`src/rtl/inst_fetch_unit_if.sv`:
```
// Fetch unit bus bundle: instruction memory side and core side.
// master = fetch unit, slave = memory/core environment.
interface inst_fetch_unit_if;
  logic        imem_req;
  logic [31:0] imem_addr;
  logic        imem_ack;
  logic [31:0] imem_rdata;
  logic        redirect;
  logic [31:0] redirect_pc;
  logic        inst_valid;
  logic        inst_ready;
  logic [31:0] inst_out;
  logic [31:0] inst_pc;
  logic [31:0] pc_plus4;
  logic        inst_misaligned;

  modport master (
    output imem_req, imem_addr,
    input  imem_ack, imem_rdata,
    input  redirect, redirect_pc,
    output inst_valid,
    input  inst_ready,
    output inst_out, inst_pc, pc_plus4,
    output inst_misaligned
  );

  modport slave (
    input  imem_req, imem_addr,
    output imem_ack, imem_rdata,
    output redirect, redirect_pc,
    input  inst_valid,
    output inst_ready,
    input  inst_out, inst_pc, pc_plus4,
    input  inst_misaligned
  );
endinterface

```
`src/rtl/inst_fetch_unit.sv`:
```
// Decoupled instruction fetch stage with prefetch FIFO and redirect flush.
// Optional IFU_ALIGN_CHECK_EN: misaligned redirect halts fetch, sets flag.
module inst_fetch_unit #(
  parameter int          DEPTH    = 4,
  parameter logic [31:0] RESET_PC = 32'h0000_0000
) (
  input logic clk,
  input logic rst,
  inst_fetch_unit_if.master bus
);

  localparam int PW = $clog2(DEPTH);
  localparam int CW = PW + 1;

`ifdef IFU_ALIGN_CHECK_EN
  typedef enum logic [1:0] {S_IDLE, S_WAIT, S_HALT} state_e;
`else
  typedef enum logic [1:0] {S_IDLE, S_WAIT} state_e;
`endif

  state_e        state_q, state_d;
  logic          req_q, req_d;
  logic [31:0]   addr_q, addr_d;
  logic [31:0]   fetch_pc_q, fetch_pc_d;
  logic          discard_q, discard_d;
  logic [CW-1:0] cnt_q, cnt_d;
  logic [PW-1:0] rd_q, rd_d;
  logic [PW-1:0] wr_q, wr_d;
  logic [31:0]   data_q [DEPTH];
  logic [31:0]   pcs_q  [DEPTH];

  logic        ack, push, pop, space, bad;
  logic [31:0] rpc;

`ifdef IFU_ALIGN_CHECK_EN
  logic mis_q, mis_d;
  assign rpc = bus.redirect_pc;
  assign bad = |bus.redirect_pc[1:0];
`else
  assign rpc = bus.redirect_pc & ~32'd3;
  assign bad = 1'b0;
`endif

  assign ack   = req_q & bus.imem_ack;
  assign push  = ack & ~discard_q & ~bus.redirect;
  assign pop   = (cnt_q != '0) & bus.inst_ready & ~bus.redirect;
  assign space = cnt_d < CW'(DEPTH);

  always_comb begin
    cnt_d = cnt_q;
    rd_d  = rd_q;
    wr_d  = wr_q;
    if (bus.redirect) begin
      cnt_d = '0;
      rd_d  = '0;
      wr_d  = '0;
    end else begin
      cnt_d = cnt_q + CW'(push) - CW'(pop);
      if (push) wr_d = wr_q + PW'(1);
      if (pop)  rd_d = rd_q + PW'(1);
    end
  end

  always_comb begin
    fetch_pc_d = fetch_pc_q;
    if (bus.redirect)  fetch_pc_d = rpc;
    else if (push)     fetch_pc_d = addr_q + 32'd4;
  end

  // a redirect with a request still in flight poisons its ack
  always_comb begin
    discard_d = discard_q;
    if (bus.redirect && req_q && !bus.imem_ack) discard_d = 1'b1;
    else if (ack)                                 discard_d = 1'b0;
  end

  always_comb begin
    state_d = state_q;
    req_d   = req_q;
    addr_d  = addr_q;
    unique case (state_q)
      S_IDLE: begin
        if (!bus.redirect && space) begin
          state_d = S_WAIT;
          req_d   = 1'b1;
          addr_d  = fetch_pc_q;
        end
      end
      S_WAIT: begin
        if (ack) begin
          if (space) begin
            addr_d = fetch_pc_d;
          end else begin
            state_d = S_IDLE;
            req_d   = 1'b0;
          end
        end
      end
`ifdef IFU_ALIGN_CHECK_EN
      S_HALT: begin
        if (ack) req_d = 1'b0;
        if (bus.redirect && !bad) begin
          if (req_q && !bus.imem_ack) begin
            state_d = S_WAIT;
          end else begin
            state_d = S_IDLE;
            req_d   = 1'b0;
          end
        end
      end
`endif
      default: state_d = S_IDLE;
    endcase
`ifdef IFU_ALIGN_CHECK_EN
    if (bus.redirect && bad) begin
      state_d = S_HALT;
      req_d   = req_q & ~bus.imem_ack;
    end
`endif
  end

  always_ff @(posedge clk) begin
    if (rst) begin
      state_q    <= S_IDLE;
      req_q      <= 1'b0;
      addr_q     <= RESET_PC;
      fetch_pc_q <= RESET_PC;
      discard_q  <= 1'b0;
      cnt_q      <= '0;
      rd_q       <= '0;
      wr_q       <= '0;
    end else begin
      state_q    <= state_d;
      req_q      <= req_d;
      addr_q     <= addr_d;
      fetch_pc_q <= fetch_pc_d;
      discard_q  <= discard_d;
      cnt_q      <= cnt_d;
      rd_q       <= rd_d;
      wr_q       <= wr_d;
    end
  end

  always_ff @(posedge clk) begin
    if (!rst && push) begin
      data_q[wr_q] <= bus.imem_rdata;
      pcs_q[wr_q]  <= addr_q;
    end
  end

`ifdef IFU_ALIGN_CHECK_EN
  assign mis_d = bus.redirect ? bad : mis_q;

  always_ff @(posedge clk) begin
    if (rst) mis_q <= 1'b0;
    else     mis_q <= mis_d;
  end

  assign bus.inst_misaligned = mis_q;
`else
  assign bus.inst_misaligned = 1'b0;
`endif

  assign bus.imem_req   = req_q;
  assign bus.imem_addr  = addr_q;
  assign bus.inst_valid = cnt_q != '0;
  assign bus.inst_out   = data_q[rd_q];
  assign bus.inst_pc    = pcs_q[rd_q];
  assign bus.pc_plus4   = pcs_q[rd_q] + 32'd4;

endmodule

```
`src/flat_wrapper.sv`:
```
// flat-port wrapper written by rule: the top's interface ports become plain ports
module inst_fetch_unit_flat 
#(
  parameter int          DEPTH    = 4,
  parameter logic [31:0] RESET_PC = 32'h0000_0000
)
  (clk, rst, bus_imem_req, bus_imem_addr, bus_imem_ack, bus_imem_rdata, bus_redirect, bus_redirect_pc, bus_inst_valid, bus_inst_ready, bus_inst_out, bus_inst_pc, bus_pc_plus4, bus_inst_misaligned);
  inst_fetch_unit_if bus_i ();
  input logic clk;
  input logic rst;
  output wire logic [$bits(bus_i.imem_req)-1:0] bus_imem_req;
  output wire logic [$bits(bus_i.imem_addr)-1:0] bus_imem_addr;
  input wire logic [$bits(bus_i.imem_ack)-1:0] bus_imem_ack;
  input wire logic [$bits(bus_i.imem_rdata)-1:0] bus_imem_rdata;
  input wire logic [$bits(bus_i.redirect)-1:0] bus_redirect;
  input wire logic [$bits(bus_i.redirect_pc)-1:0] bus_redirect_pc;
  output wire logic [$bits(bus_i.inst_valid)-1:0] bus_inst_valid;
  input wire logic [$bits(bus_i.inst_ready)-1:0] bus_inst_ready;
  output wire logic [$bits(bus_i.inst_out)-1:0] bus_inst_out;
  output wire logic [$bits(bus_i.inst_pc)-1:0] bus_inst_pc;
  output wire logic [$bits(bus_i.pc_plus4)-1:0] bus_pc_plus4;
  output wire logic [$bits(bus_i.inst_misaligned)-1:0] bus_inst_misaligned;
  assign bus_imem_req = bus_i.imem_req;
  assign bus_imem_addr = bus_i.imem_addr;
  assign bus_i.imem_ack = bus_imem_ack;
  assign bus_i.imem_rdata = bus_imem_rdata;
  assign bus_i.redirect = bus_redirect;
  assign bus_i.redirect_pc = bus_redirect_pc;
  assign bus_inst_valid = bus_i.inst_valid;
  assign bus_i.inst_ready = bus_inst_ready;
  assign bus_inst_out = bus_i.inst_out;
  assign bus_inst_pc = bus_i.inst_pc;
  assign bus_pc_plus4 = bus_i.pc_plus4;
  assign bus_inst_misaligned = bus_i.inst_misaligned;
  inst_fetch_unit #(.DEPTH(DEPTH), .RESET_PC(RESET_PC)) u_core (.clk(clk), .rst(rst), .bus(bus_i));
endmodule
```
`config.mk`:
```
export PLATFORM = sky130hd
export DESIGN_NAME = inst_fetch_unit_flat
export DESIGN_NICKNAME = d
export VERILOG_FILES = /design/src/rtl/inst_fetch_unit_if.sv /design/src/rtl/inst_fetch_unit.sv /design/src/flat_wrapper.sv
export SDC_FILE = /design/constraint.sdc
export NUM_CORES = 1
export LEC_CHECK = 0
export CAP_MARGIN = 20
export CORE_MARGIN = 3
export CORE_UTILIZATION = 45
export DETAILED_ROUTE_END_ITERATION = 8
export MAX_ROUTING_LAYER = met4
export PLACE_DENSITY = 0.68
export SLEW_MARGIN = 20
export SYNTH_ARGS = -nofsm -noshare
export SYNTH_HDL_FRONTEND = slang
export SYNTH_SLANG_ARGS = --single-unit
```
`constraint.sdc`:
```
create_clock -name clk -period 5 [get_ports clk]
set_input_delay 1 -clock clk [delete_from_list [all_inputs] [get_ports clk]]
set_output_delay 1 -clock clk [all_outputs]
set_load 0.05 [all_outputs]
```
==> impl_metrics.yaml <==
placement:
  hpwl_um: 20000
  dp_slack_ns: 0.6482
  routabilityCongestion: 0.7851
  portBuffers: 196
  place_area_um2: 16050
yosys:
  synth_commonest_cells: "edfxtp_1 (256), dfxtp_1 (75), nand2_1 (71)"
  synthDistinctLibCells: 66
  netlist_instances: 923
  yosysMostFrequentCell: "edfxtp_1"
  yosysWarnings: 0
  synth_top_area_share_pct: 55.86
  netlist_top_cells_area: "edfxtp_1 (56%), dfxtp_1 (11%), mux4_2 (10%), xnor2_1 (2.4%), nand2_1 (1.9%)"
  ys_ff_latch: 331
  synth.avg_cell_area_um2: 14.91
  synth_adder_area_share_pct: 0.8728
  synth_top_area_cell: "edfxtp_1"
  synth_mux_area_share_pct: 10.65
  synth_compound_area_share_pct: 6.655
  synth.cell_area_um2: 13760
  ys_seq_area_share_pct: 66.77
  synth_fp_nets: 1001
  synth-simple-area-share_pct: 9.110
  ys.flop_type: "edfxtp_1"
  async_reset_ff_share_pct: 0
  synth_edf_count: 256
  post_synth_xor_area_fraction_pct: 3.300
  synth_top_family_by_area: "multiplexers"
clock_tree:
  cts.path.max_buffers: 3
  cts.sinks: 331
  postCtsHoldBufs: 0
  clkSlewWorstSetupHoldPaths_ns: 0.06
  clock_latency_ns: 0.51
  cts-buffers-inserted: 35
  cts_tree: "done"
  cts_root_buffer: "clkbuf_16"
  htree_levels: 2
detailed_routing:
  drtIter0Drc: 711
  postRouteAntennaNets: 0
  drc: 0
  first_pass_iters: 5
  viasPerCell: 5.682
  wl_per_cell_um: 21.14
  vias: 8693
  routed_wl_um: 32350
cells_and_area:
  fill_cells: 2363
  seqCellArea_um2: 9196
  synthToLayoutAreaGrowth_pct: 25.23
  n_antenna_cell: 0
  multiInputGateArea_um2: 4237
  finish.instance_area_um2: 17230
  layout.nets: 1191
  layout-drive-gt1-share_pct: 14.21
critical_path:
  cp_slowest_cell: "clkdlybuf4s50_1"
  r2r_slack_ns: 1.49
  critical_path_peak_fanout: 14
  crit_family: "buffers and inverters"
  start_kind: "flip-flop"
  worstSetupPathType: "flip-flop to output port"
  slowest_delay_ns: 0.82
  cp.arrival_ns: 3.65
  crit_chain: "buf_12 > mux4_2 > and4_2 > and4_4 > nor3b_2 > nand3_1 > xnor2_1 > clkdlybuf4s50_1"
  crit_required_ns: 4.00
  crit_path_end_kind: "output port"
  crit_buf_inv: 2
global_routing:
  gr-total-overflow: 0
  grt_pass1_vias: 8537
  grt_max_degree: 66
  globalRouteTotalUtil_pct: 19.88
  grt_first_pass_wirelength_um: 49870
  antenna_found_initial: 0
timing:
  worst_pin_slew_ns: 1.034
  hold_viol_final: 0
  setup_ws_ns: 0.3470
  drv_slew: 0
  setup_tns_ns: 0
  max_freq_ghz: 0.2149
  slew_headroom_pct: 31.09
  fin_skew_ns: 0.02211
  fin_crit_sh_pct: 93.06
  period_minus_slack_ns: 4.653
  hold_slack_ns: 0.4729
  setup_violations: 0
  rsz0062_at_grt: "false"
floorplanning:
  die_x_um: 180.9
  coreArea_um2: 29870
  die_area_um2: 32720
  start_util_pct: 46.07
  ios: 200
  rows: 63
  die-height_um: 180.9
power_and_ir_drop:
  p_leak_nw: 5.551
  ir_drop_mv: 0.2103
  power_density_nw_per_um2: 355.5
  power_mw: 6.127
outcome:
  outcome: "complete, no violations"
job:
  maxCapViolCount: 0
min_path:
  hold_class: "flip-flop to flip-flop"
what timing repair did:
action / CTS / global route
resized for setup: 0 / 0
endpoints found under the setup margin: 0 / 2
hold endpoints to repair: 0 / 0
buffers inserted: 0 / 1
registers in the layout, summed over array words and instances, names as in the netlist, named ones only:
signal	count
u_core.bus.imem_addr	32
u_core.discard_q	1
u_core.fetch_pc_q	32
u_core.wr_q	2
u_core.cnt_q	3
u_core.state_q	1
u_core.pcs_q	128
u_core.rd_q	2
u_core.data_q	128
layout make-up:
type | count | share of cell area, %
timing repair buffer | 211 | 12.05
multi-input combinational | 515 | 24.58
sequential | 331 | 53.36
clock inverter | 20 | 1.241
clock buffer | 44 | 5.518
inverter | 19 | 0.4138
tap | 390 | 2.831
per-stage QoR:
step / cells / utilization [%]
2_1_floorplan: 923 / -
3_3_place_gp: 1465 / 53.72
4_1_cts: 1529 / 57.62
5_1_grt: 1530 / 57.69
6_report: 1530 / 57.69
3_5_place_dp: 1465 / 53.72
placed cells by master, fill, tap and decap left out, drive strengths merged, types with 5 or more instances in the layout:
| master | instances |
|---|---|
| nor4 | 11 |
| o21ai | 30 |
| clkinv | 14 |
| and3 | 10 |
| clkbuf | 44 |
| a211oi | 5 |
| nor3 | 10 |
| and4 | 14 |
| nand3 | 26 |
| o31a | 6 |
| xor2 | 13 |
| a31oi | 5 |
| nand2 | 71 |
| nand4 | 15 |
| dfxtp | 75 |
| mux4 | 64 |
| a21oi | 48 |
| a221oi | 15 |
| a211o | 7 |
| edfxtp | 256 |
| buf | 17 |
| clkdlybuf4s50 | 194 |
| ha | 8 |
| a31o | 6 |
| xnor2 | 38 |
| nor2 | 71 |
| a21o | 5 |
| inv | 20 |
cell families after synthesis:
kind of cell / count (synthesis)
compound gates: 141
flops: 331
xor+xnor: 51
buf+inv: 77
mux: 66
other cells: 1
simple gates: 247
fa+ha+maj: 9
worst register-to-register path: cells and delay by family, from the launching register on:
family                   cells  cell delay, ns
AO/OA/AOI/OAI                4            0.80
XOR/XNOR                     2            0.49
adder cells (fa/ha/maj)      3            0.88
buffers and inverters        2            0.28
flip-flops                   1            0.33
AND/OR/NAND/NOR              2            0.64
final timing paths:
kind | start | to | depth (start not counted)
worst min-delay path | u_core.fetch_pc_q[1] | u_core.bus.imem_addr[1] | 2
worst max-delay path | flip-flop | bus_pc_plus4[31] | 8
worst max register to register | u_core.cnt_q[1] | u_core.bus.imem_addr[27] | 13
worst min register to register | u_core.fetch_pc_q[1] | u_core.bus.imem_addr[1] | 2
layer usage:
layer / up-vias / part of all wire (%) / wire, um / global-route usage (%)
met4: 0 / 1.7 / 544 / 4.360
met3: 44 / 5.9 / 1904 / 3.060
met5: - / 0 / 0 / -
li1: 3946 / - / - / -
met1: 4370 / 45 / 14420 / 27.99
met2: 333 / 48 / 15480 / 31.10
where the power goes:
part	switching, mW	internal [mW]
clock network	1.04	1.56
logic	0.278	0.173
registers	0.0681	3.01
No activity file was read; power rests on OpenSTA's default activity.
